**src/rtl/trace_buffer.sv**
```systemverilog
// Circular FIFO capturing the TinyRV1 commit trace and draining it over a val/rdy port.
// Optional macro TRACE_BUFFER_TIMESTAMP_EN adds a per-entry cycle stamp and the deq_cycle output.
module trace_buffer #(
    parameter int DEPTH = 8,
    parameter int PTR_W = $clog2(DEPTH)
) (
    input  logic             clk,
    input  logic             rst,
    input  logic             clear,
    input  logic             trace_val,
    input  logic [31:0]      trace_addr,
    input  logic [31:0]      trace_data,
    output logic             deq_val,
    input  logic             deq_rdy,
    output logic [31:0]      deq_addr,
    output logic [31:0]      deq_data,
    output logic [PTR_W:0]   count,
    output logic             overflow,
    output logic [15:0]      drop_count
`ifdef TRACE_BUFFER_TIMESTAMP_EN
    ,
    output logic [31:0]      deq_cycle
`endif
);

    localparam logic [PTR_W-1:0] L_PTR_LAST = PTR_W'(DEPTH - 1);
    localparam logic [PTR_W-1:0] L_PTR_ONE  = PTR_W'(1);
    localparam logic [PTR_W:0]   L_CNT_FULL = (PTR_W + 1)'(DEPTH);
    localparam logic [PTR_W:0]   L_CNT_ONE  = (PTR_W + 1)'(1);
    localparam logic [15:0]      L_DROP_MAX = 16'hFFFF;

    typedef struct packed {
        logic [31:0] addr;
        logic [31:0] data;
`ifdef TRACE_BUFFER_TIMESTAMP_EN
        logic [31:0] cycle;
`endif
    } entry_t;

    function automatic logic [PTR_W-1:0] f_ptr_inc(input logic [PTR_W-1:0] p);
        return (p == L_PTR_LAST) ? '0 : p + L_PTR_ONE;
    endfunction

    // State registers
    logic [PTR_W-1:0] r_wr_ptr;
    logic [PTR_W-1:0] r_rd_ptr;
    logic [PTR_W:0]   r_count;
    logic             r_overflow;
    logic [15:0]      r_drop_count;
    entry_t           r_mem [DEPTH];

    // Next-state and control wires
    logic [PTR_W-1:0] w_wr_ptr_nxt;
    logic [PTR_W-1:0] w_rd_ptr_nxt;
    logic [PTR_W:0]   w_count_nxt;
    logic             w_overflow_nxt;
    logic [15:0]      w_drop_count_nxt;
    logic             w_empty;
    logic             w_full;
    logic             w_deq_fire;
    logic             w_enq;
    logic             w_drop;
    logic             w_mem_we;
    entry_t           w_wr_entry;
    entry_t           w_head;

`ifdef TRACE_BUFFER_TIMESTAMP_EN
    logic [31:0] r_cycle;

    // Free-running stamp source; deliberately immune to clear so stamps stay monotonic.
    always_ff @(posedge clk or negedge rst) begin
        if (!rst) begin
            r_cycle <= '0;
        end else begin
            r_cycle <= r_cycle + 32'd1;
        end
    end
`endif

    assign w_empty    = (r_count == '0);
    assign w_full     = (r_count == L_CNT_FULL);
    assign w_deq_fire = !w_empty && deq_rdy;
    // A full buffer still accepts a trace when the head leaves in the same cycle.
    assign w_enq      = trace_val && (!w_full || w_deq_fire);
    assign w_drop     = trace_val && w_full && !w_deq_fire;
    assign w_mem_we   = w_enq && !clear;

    always_comb begin
        w_wr_entry      = '0;
        w_wr_entry.addr = trace_addr;
        w_wr_entry.data = trace_data;
`ifdef TRACE_BUFFER_TIMESTAMP_EN
        w_wr_entry.cycle = r_cycle;
`endif
    end

    always_comb begin
        w_wr_ptr_nxt     = r_wr_ptr;
        w_rd_ptr_nxt     = r_rd_ptr;
        w_count_nxt      = r_count;
        w_overflow_nxt   = r_overflow;
        w_drop_count_nxt = r_drop_count;

        if (clear) begin
            w_wr_ptr_nxt     = '0;
            w_rd_ptr_nxt     = '0;
            w_count_nxt      = '0;
            w_overflow_nxt   = 1'b0;
            w_drop_count_nxt = '0;
        end else begin
            if (w_enq) begin
                w_wr_ptr_nxt = f_ptr_inc(r_wr_ptr);
            end
            if (w_deq_fire) begin
                w_rd_ptr_nxt = f_ptr_inc(r_rd_ptr);
            end

            case ({w_enq, w_deq_fire})
                2'b10:   w_count_nxt = r_count + L_CNT_ONE;
                2'b01:   w_count_nxt = r_count - L_CNT_ONE;
                default: w_count_nxt = r_count;
            endcase

            if (w_drop) begin
                w_overflow_nxt = 1'b1;
                if (r_drop_count != L_DROP_MAX) begin
                    w_drop_count_nxt = r_drop_count + 16'd1;
                end
            end
        end
    end

    // NOTE: sequential state uses non-blocking assignments so every register samples pre-edge values.
    always_ff @(posedge clk or negedge rst) begin
        if (!rst) begin
            r_wr_ptr     <= '0;
            r_rd_ptr     <= '0;
            r_count      <= '0;
            r_overflow   <= 1'b0;
            r_drop_count <= '0;
        end else begin
            r_wr_ptr     <= w_wr_ptr_nxt;
            r_rd_ptr     <= w_rd_ptr_nxt;
            r_count      <= w_count_nxt;
            r_overflow   <= w_overflow_nxt;
            r_drop_count <= w_drop_count_nxt;
        end
    end

    // NOTE: storage has no reset; an entry is only ever read after it has been written, and
    // gating the write with trace_val keeps don't-care bus values out of the array.
    always_ff @(posedge clk) begin
        if (w_mem_we) begin
            r_mem[r_wr_ptr] <= w_wr_entry;
        end
    end

    // Head is forced to zero while empty so stale array contents never leak to the consumer.
    always_comb begin
        w_head = '0;
        if (!w_empty) begin
            w_head = r_mem[r_rd_ptr];
        end
    end

    assign deq_val    = !w_empty;
    assign deq_addr   = w_head.addr;
    assign deq_data   = w_head.data;
    assign count      = r_count;
    assign overflow   = r_overflow;
    assign drop_count = r_drop_count;
`ifdef TRACE_BUFFER_TIMESTAMP_EN
    assign deq_cycle  = w_head.cycle;
`endif

endmodule

```
**config.mk**
```make
export PLATFORM = sky130hd
export DESIGN_NAME = trace_buffer
export DESIGN_NICKNAME = d
export VERILOG_FILES = /design/src/rtl/trace_buffer.sv
export SDC_FILE = /design/constraint.sdc
export NUM_CORES = 1
export LEC_CHECK = 0
export CAP_MARGIN = 20
export CORE_MARGIN = 4
export CORE_UTILIZATION = 45
export CTS_CLUSTER_SIZE = 14
export DETAILED_ROUTE_END_ITERATION = 7
export PLACE_DENSITY_LB_ADDON = 0.1
export SLEW_MARGIN = 5
export SYNTH_ARGS = -nofsm -noshare
export SYNTH_HDL_FRONTEND = slang
export SYNTH_SLANG_ARGS = --single-unit
```
**constraint.sdc**
```tcl
create_clock -name clk -period 5.7 [get_ports clk]
set_input_delay 0.855 -clock clk [delete_from_list [all_inputs] [get_ports clk]]
set_output_delay 0.855 -clock clk [all_outputs]
set_load 0.005 [all_outputs]
```
==> out/results.tsv, run 1 <==
metric	value	unit
CTS tree	yes	
fin crit period	4.21	ns
maximum level of the CTS H-tree	2	
post_cts resized	0	
Avg WL per Cell	23.5	µm
# clock sinks	539	
status	completed	
Tot GR Track Use	17.2	%
GP Congestion	0.721	
CTS root buf	clkbuf_16	
clk_skew	0.0136	ns
Initial Util	45.9	%
GRT busiest layer	met2	
r2r worst-path depth	5	
Post-synth EDFFs	512	
register area share after synthesis	76.6	%
grt ovf	0	
die area	50100	µm²
critical path peak fanout	27	
DR pass1 iterations	4	
largest net degree at the start of global routing	69	
relative slew slack	35.6	%
I/O Pins	155	
Port Buf Inserts	154	
pwr dens	400	nW/µm²
setup tns final	0	ns
CP cell instances	buf_4 > mux4_2 > mux2i_1 > nor2_1 > clkdlybuf4s50_1	
Worst Path Required	4.85	ns
Slowest cell on crit path	dfrtp_4	
post-route ant nets	0	
Setup CP Type	register to primary output	
Max Slew Vio Count	0	
cts bufs inserted	55	
final hold violation count	0	
1st-iter DRT viols	592	
Fin Hold WS	0.530	ns
warnings from Yosys	0	
static leakage	7.74	nW
Yosys top cell area share	73.4	%
Hold Crit Depth	2	
Fill cells	3579	
grt met3 use	3.32	%
CP Launch Type	register	
# DRC	0	
CTS clk-pin slew, worst paths	0.06	ns
Max clock buf depth	3	
Core Region	45700	µm²
top cells by count, synth	edfxtp_1, mux4_2, nor2_1	
RSZ-0062 raised after global routing	false	
Worst Path Arrival	3.35	ns
fraction of registers with async set/reset	5.01	%
number of global-route vias before repair	10500	
DP HPWL	22700	µm
GRT met2 Usage	28.7	%
Area Overhead vs Synth	19.9	%
Final Cycle Share	73.8	%
postcts setup bufs	0	
Hold Buf Count CTS	0	
Total Wirelength	42800	µm
Peak VDD IR	231	µV
die span in x	224	µm
Clock Latency Late Sink	0.59	ns
Synth Area per Inst	21.1	µm²
Syn Nets	1068	
Yosys cell types	41	
Final setup viols	0	
Synth area leader	edfxtp_1	
max incr delay on CP	0.79	ns
Total Nets Final	1248	
largest cells by area after synthesis	edfxtp_1, mux4_2, mux2i_1	
grt met1 use	23.5	%
Max Cap Viol	0	
synthesized cell area	21000	µm²
cells after synthesis	992	
measured slew at the worst slew-check pin	0.967	ns
global-route wire length before repair	65300	µm
layout cells sized above 1	20.3	%
Die H	224	µm
worst hold path class	register to register	
DR vias/cell	5.45	
routed vias	9910	
Yosys reg bits	539	
Post-synth top flop	edfxtp_1	
initial antenna violation count	4	
Worst setup EP type	primary output	
Rows	78	
ant diodes	0	
most frequent cell after synthesis	edfxtp_1	
Max Clk Rate	238	MHz
-- flip-flops by register name, summed over array words and instances (netlist names) --
name,count
r_rd_ptr,3
overflow,1
drop_count,16
r_wr_ptr,3
count,4
r_mem,512
-- kinds of logic (layout without fill, tap and decap cells) --
group           count (synthesis)  count (layout)  synth area share, %
flops                         539             539                 76.6
mux                           201             201                 17.3
xor+xnor                        3               3                0.125
fa+ha+maj                       7               7                0.418
compound gates                 39              39                 1.14
simple gates                  147             147                 3.33
buf+inv                        56             282                 1.10
-- layer usage --
layer  wire length (µm)  up-vias
met5                 46        -
met4                884        8
met3               1850       71
met2              21300      187
met1              18700     5175
li1                   -     4469
-- critical path, delay by kind of cell, from the launching register on --
| family | cells | cell delay [ns] |
|---|---|---|
| buf+inv | 2 | 0.99 |
| flops | 1 | 0.79 |
| mux | 2 | 0.89 |
| simple gates | 1 | 0.08 |
-- placed cells by master, fill, tap and decap left out, drive strengths merged, types with 2 or more instances in the layout --
master / count
xnor2: 2
clkinv: 25
a21oi: 15
o31ai: 7
mux2: 4
nand2: 9
nor4b: 2
nand4: 3
nor4: 3
nand3b: 4
o21ai: 9
edfxtp: 512
dfrtp: 27
ha: 7
clkinvlp: 2
nor2: 87
clkdlybuf4s50: 154
nand3: 6
buf: 21
mux2i: 69
inv: 5
mux4: 128
nand2b: 4
or4: 8
nor3: 4
bufinv: 3
clkbuf: 72
o311ai: 2
or3: 9
nor2b: 4
-- where the power goes --
group          internal (W)  switching, W
combinational       0.00118      0.000919
clock               0.00196       0.00144
sequential          0.00441      0.000116
-- layout make-up --
cell class	instances	area, µm²	area share [%]
Sequential cell	539	16100	64.0
Multi-Input combinational cell	397	4740	18.9
Timing Repair Buffer	175	1830	7.29
Clock buffer	72	1480	5.90
Tap cell	600	751	2.99
Clock inverter	31	229	0.912
Inverter	4	15.0	0.0598
-- per-stage QoR --
step	cells	utilization, %	total power (W)	area [µm²]	setup WS (ns)
after CTS	1817	54.9	0.0102	25100	1.37
after floorplan	992	-	0.00577	21000	1.06
after global placement	1714	51.2	0.00677	23400	1.85
final	1818	55.0	0.0100	25100	1.49
after global routing	1818	55.0	0.0105	25100	1.26
after detailed placement	1714	51.2	0.00678	23400	1.76
-- path summary, 6_finish.rpt --
path                            slack (ns)   startpoint        endpoint
worst max-delay path                  1.49  r_rd_ptr[0]     deq_data[5]
worst min-delay path                  0.53     overflow        overflow
worst max register to register        2.61     count[1]    r_mem[0][35]
worst min register to register        0.53     overflow        overflow
max in group asynchronous             4.76          rst     r_rd_ptr[0]
min in group asynchronous             0.64          rst  drop_count[15]
No activity file was read; power rests on OpenSTA's default activity.
==> run 2: changes to the inputs <==
==> constraint.sdc (replaced) <==
create_clock -name clk -period 3.9 [get_ports clk]
set_input_delay 0.585 -clock clk [delete_from_list [all_inputs] [get_ports clk]]
set_output_delay 0.585 -clock clk [all_outputs]
set_load 0.005 [all_outputs]
==> run 2 against run 1 <==
  * Critical path depth is the same
  * Routed wire length grew 2.3%
  * Global-route usage increased by 0.48 points
  * Sequential cell count did not move
  * Cell count is 0.33% higher
  * Via count up 1.6%
  * Non-clock buffer count grew 12
  * Largest cell class unchanged
  * Largest power group unchanged
  * Cell area grew 0.62%
==> out/results.tsv, run 2 (synthesis results as in run 1) <==
metric	value	unit	change
CTS tree	yes		
Design Area, Final	25300	µm²	+0.62%
CTS clk-pin slew, worst paths	0.06	ns	about the same
Initial Util	45.9	%	unchanged
clk_skew	0.00834	ns	-0.00531 ns
commonest non-fill, non-tap cells in the layout	edfxtp_1, clkdlybuf4s50_1, mux4_2, nor2_1, mux2i_1		
CP Launch Type	register		
Worst Path Arrival	2.99	ns	-0.36 ns
Worst Setup Slack, final	0.326	ns	-1.17 ns
GP Congestion	0.698		-3.1%
Largest Register	r_mem		
Max Clk Rate	280	MHz	
Total Wirelength	43800	µm	+2.3%
Worst setup EP type	primary output		
Tot GR Track Use	17.7	%	+0.48 points
CTS root buf	clkbuf_16		
# clock sinks	539		unchanged
maximum level of the CTS H-tree	2		unchanged
static leakage	7.80	nW	+0.85%
Max Slew Vio Count	0		unchanged
status	completed		
global-route wire length before repair	67400	µm	+3.2%
cts bufs inserted	55		unchanged
routed vias	10100		+1.6%
DR vias/cell	5.52		+1.2%
measured slew at the worst slew-check pin	0.867	ns	-0.0992 ns
Worst Path Required	3.31	ns	-1.54 ns
Pwr Total	0.0147	W	+47%
Die H	224	µm	unchanged
Total Nets Final	1260		+0.96%
final hold violation count	0		unchanged
Placed Area	23600	µm²	+0.87%
die span in x	224	µm	unchanged
relative slew slack	42.2	%	+6.6 points
max reg flops	512		unchanged
Core Region	45700	µm²	unchanged
Setup CP Type	register to primary output		
DR pass1 iterations	5		+1
Max clock buf depth	3		unchanged
initial antenna violation count	2		-2
Clock Latency Late Sink	0.59	ns	about the same
Port Buf Inserts	154		unchanged
post-route ant nets	0		unchanged
1st-iter DRT viols	727		+23%
Avg WL per Cell	24.0	µm	+2.0%
number of global-route vias before repair	10800		+2.8%
Area Overhead vs Synth	20.6	%	
Peak VDD IR	384	µV	+67%
I/O Pins	155		unchanged
Layout Utilization	55.3	%	+0.34 points
Final Cycle Share	91.6	%	
worst hold path class	primary input to async pin		
# DRC	0		unchanged
die area	50100	µm²	unchanged
largest net degree at the start of global routing	69		unchanged
DP HPWL	23000	µm	+1.4%
Rows	78		unchanged
critical path peak fanout	33		+22%
Final setup viols	0		unchanged
RSZ-0062 raised after global routing	false		
DP Worst Slack	0.731	ns	-1.03 ns
pwr dens	584	nW/µm²	+46%
most common cell after layout, fill and taps aside	edfxtp_1		
fin crit period	3.57	ns	
grt ovf	0		unchanged
layout cells sized above 1	20.8	%	+0.49 points
Max Cap Viol	0		unchanged
## run 2: final cells by class
| type | instances | area [µm²] |
|---|---|---|
| well taps | 600 | 751 |
| flip-flops and latches | 539 | 16100 |
| fillers | 3537 | 20400 |
| clock inverters | 30 | 203 |
| multi-input cells | 397 | 4740 |
| diodes | 1 | 2.50 |
| clock buffers | 66 | 1460 |
| repair buffers | 187 | 2030 |
| inverters | 4 | 15.0 |
## run 2: worst max-delay path: stages (launching register included)
cell and delay (ns):
dfrtp_4 0.69, buf_12 0.33, mux4_2 0.54, mux2i_1 0.19, nor2_1 0.10, clkdlybuf4s50_1 0.48
## run 2: stage by stage
| step | TNS, ns | std cells | hold slack (ns) |
|---|---|---|---|
| floorplan | -109.44 | 992 | 0.289 |
| CTS | 0 | 1822 | 0.361 |
| detailed placement | 0 | 1726 | 0.505 |
| finish | 0 | 1824 | 0.367 |
| global placement | 0 | 1726 | 0.499 |
| global route | 0 | 1823 | 0.411 |
## run 2: path summary, 6_finish.rpt
check	depth (start not counted)	slack (ns)	end	start
max	5	0.33	deq_addr[10]	r_rd_ptr[0]
min	1	0.37	drop_count[7]	rst
max reg2reg	8	1.14	count[3]	count[3]
min reg2reg	2	0.51	overflow	overflow
max in group asynchronous	3	2.77	r_wr_ptr[0]	rst
min in group clk	2	0.51	overflow	overflow
## run 2: per-layer routing
metal	global-route usage [%]	share of wire (%)	up-vias	wire, µm
met3	2.94	3.9	60	1700
met4	4.53	1.8	2	792
met1	25.3	46	5322	20000
met2	28.8	49	197	21300
li1	-	-	4483	-
met5	0	0.030	-	13
## run 2: timing repair
item                                    CTS  global route
resized for setup                         0             0
endpoints found under the setup margin    0             1
hold buffers                              0             0
buffers inserted                          0             1
## run 2: where the power goes
group / switching, W / internal [W]
Clock: 0.00209 / 0.00278
Sequential: 0.000142 / 0.00645
Combinational: 0.00144 / 0.00184
Total: 0.00368 / 0.0111
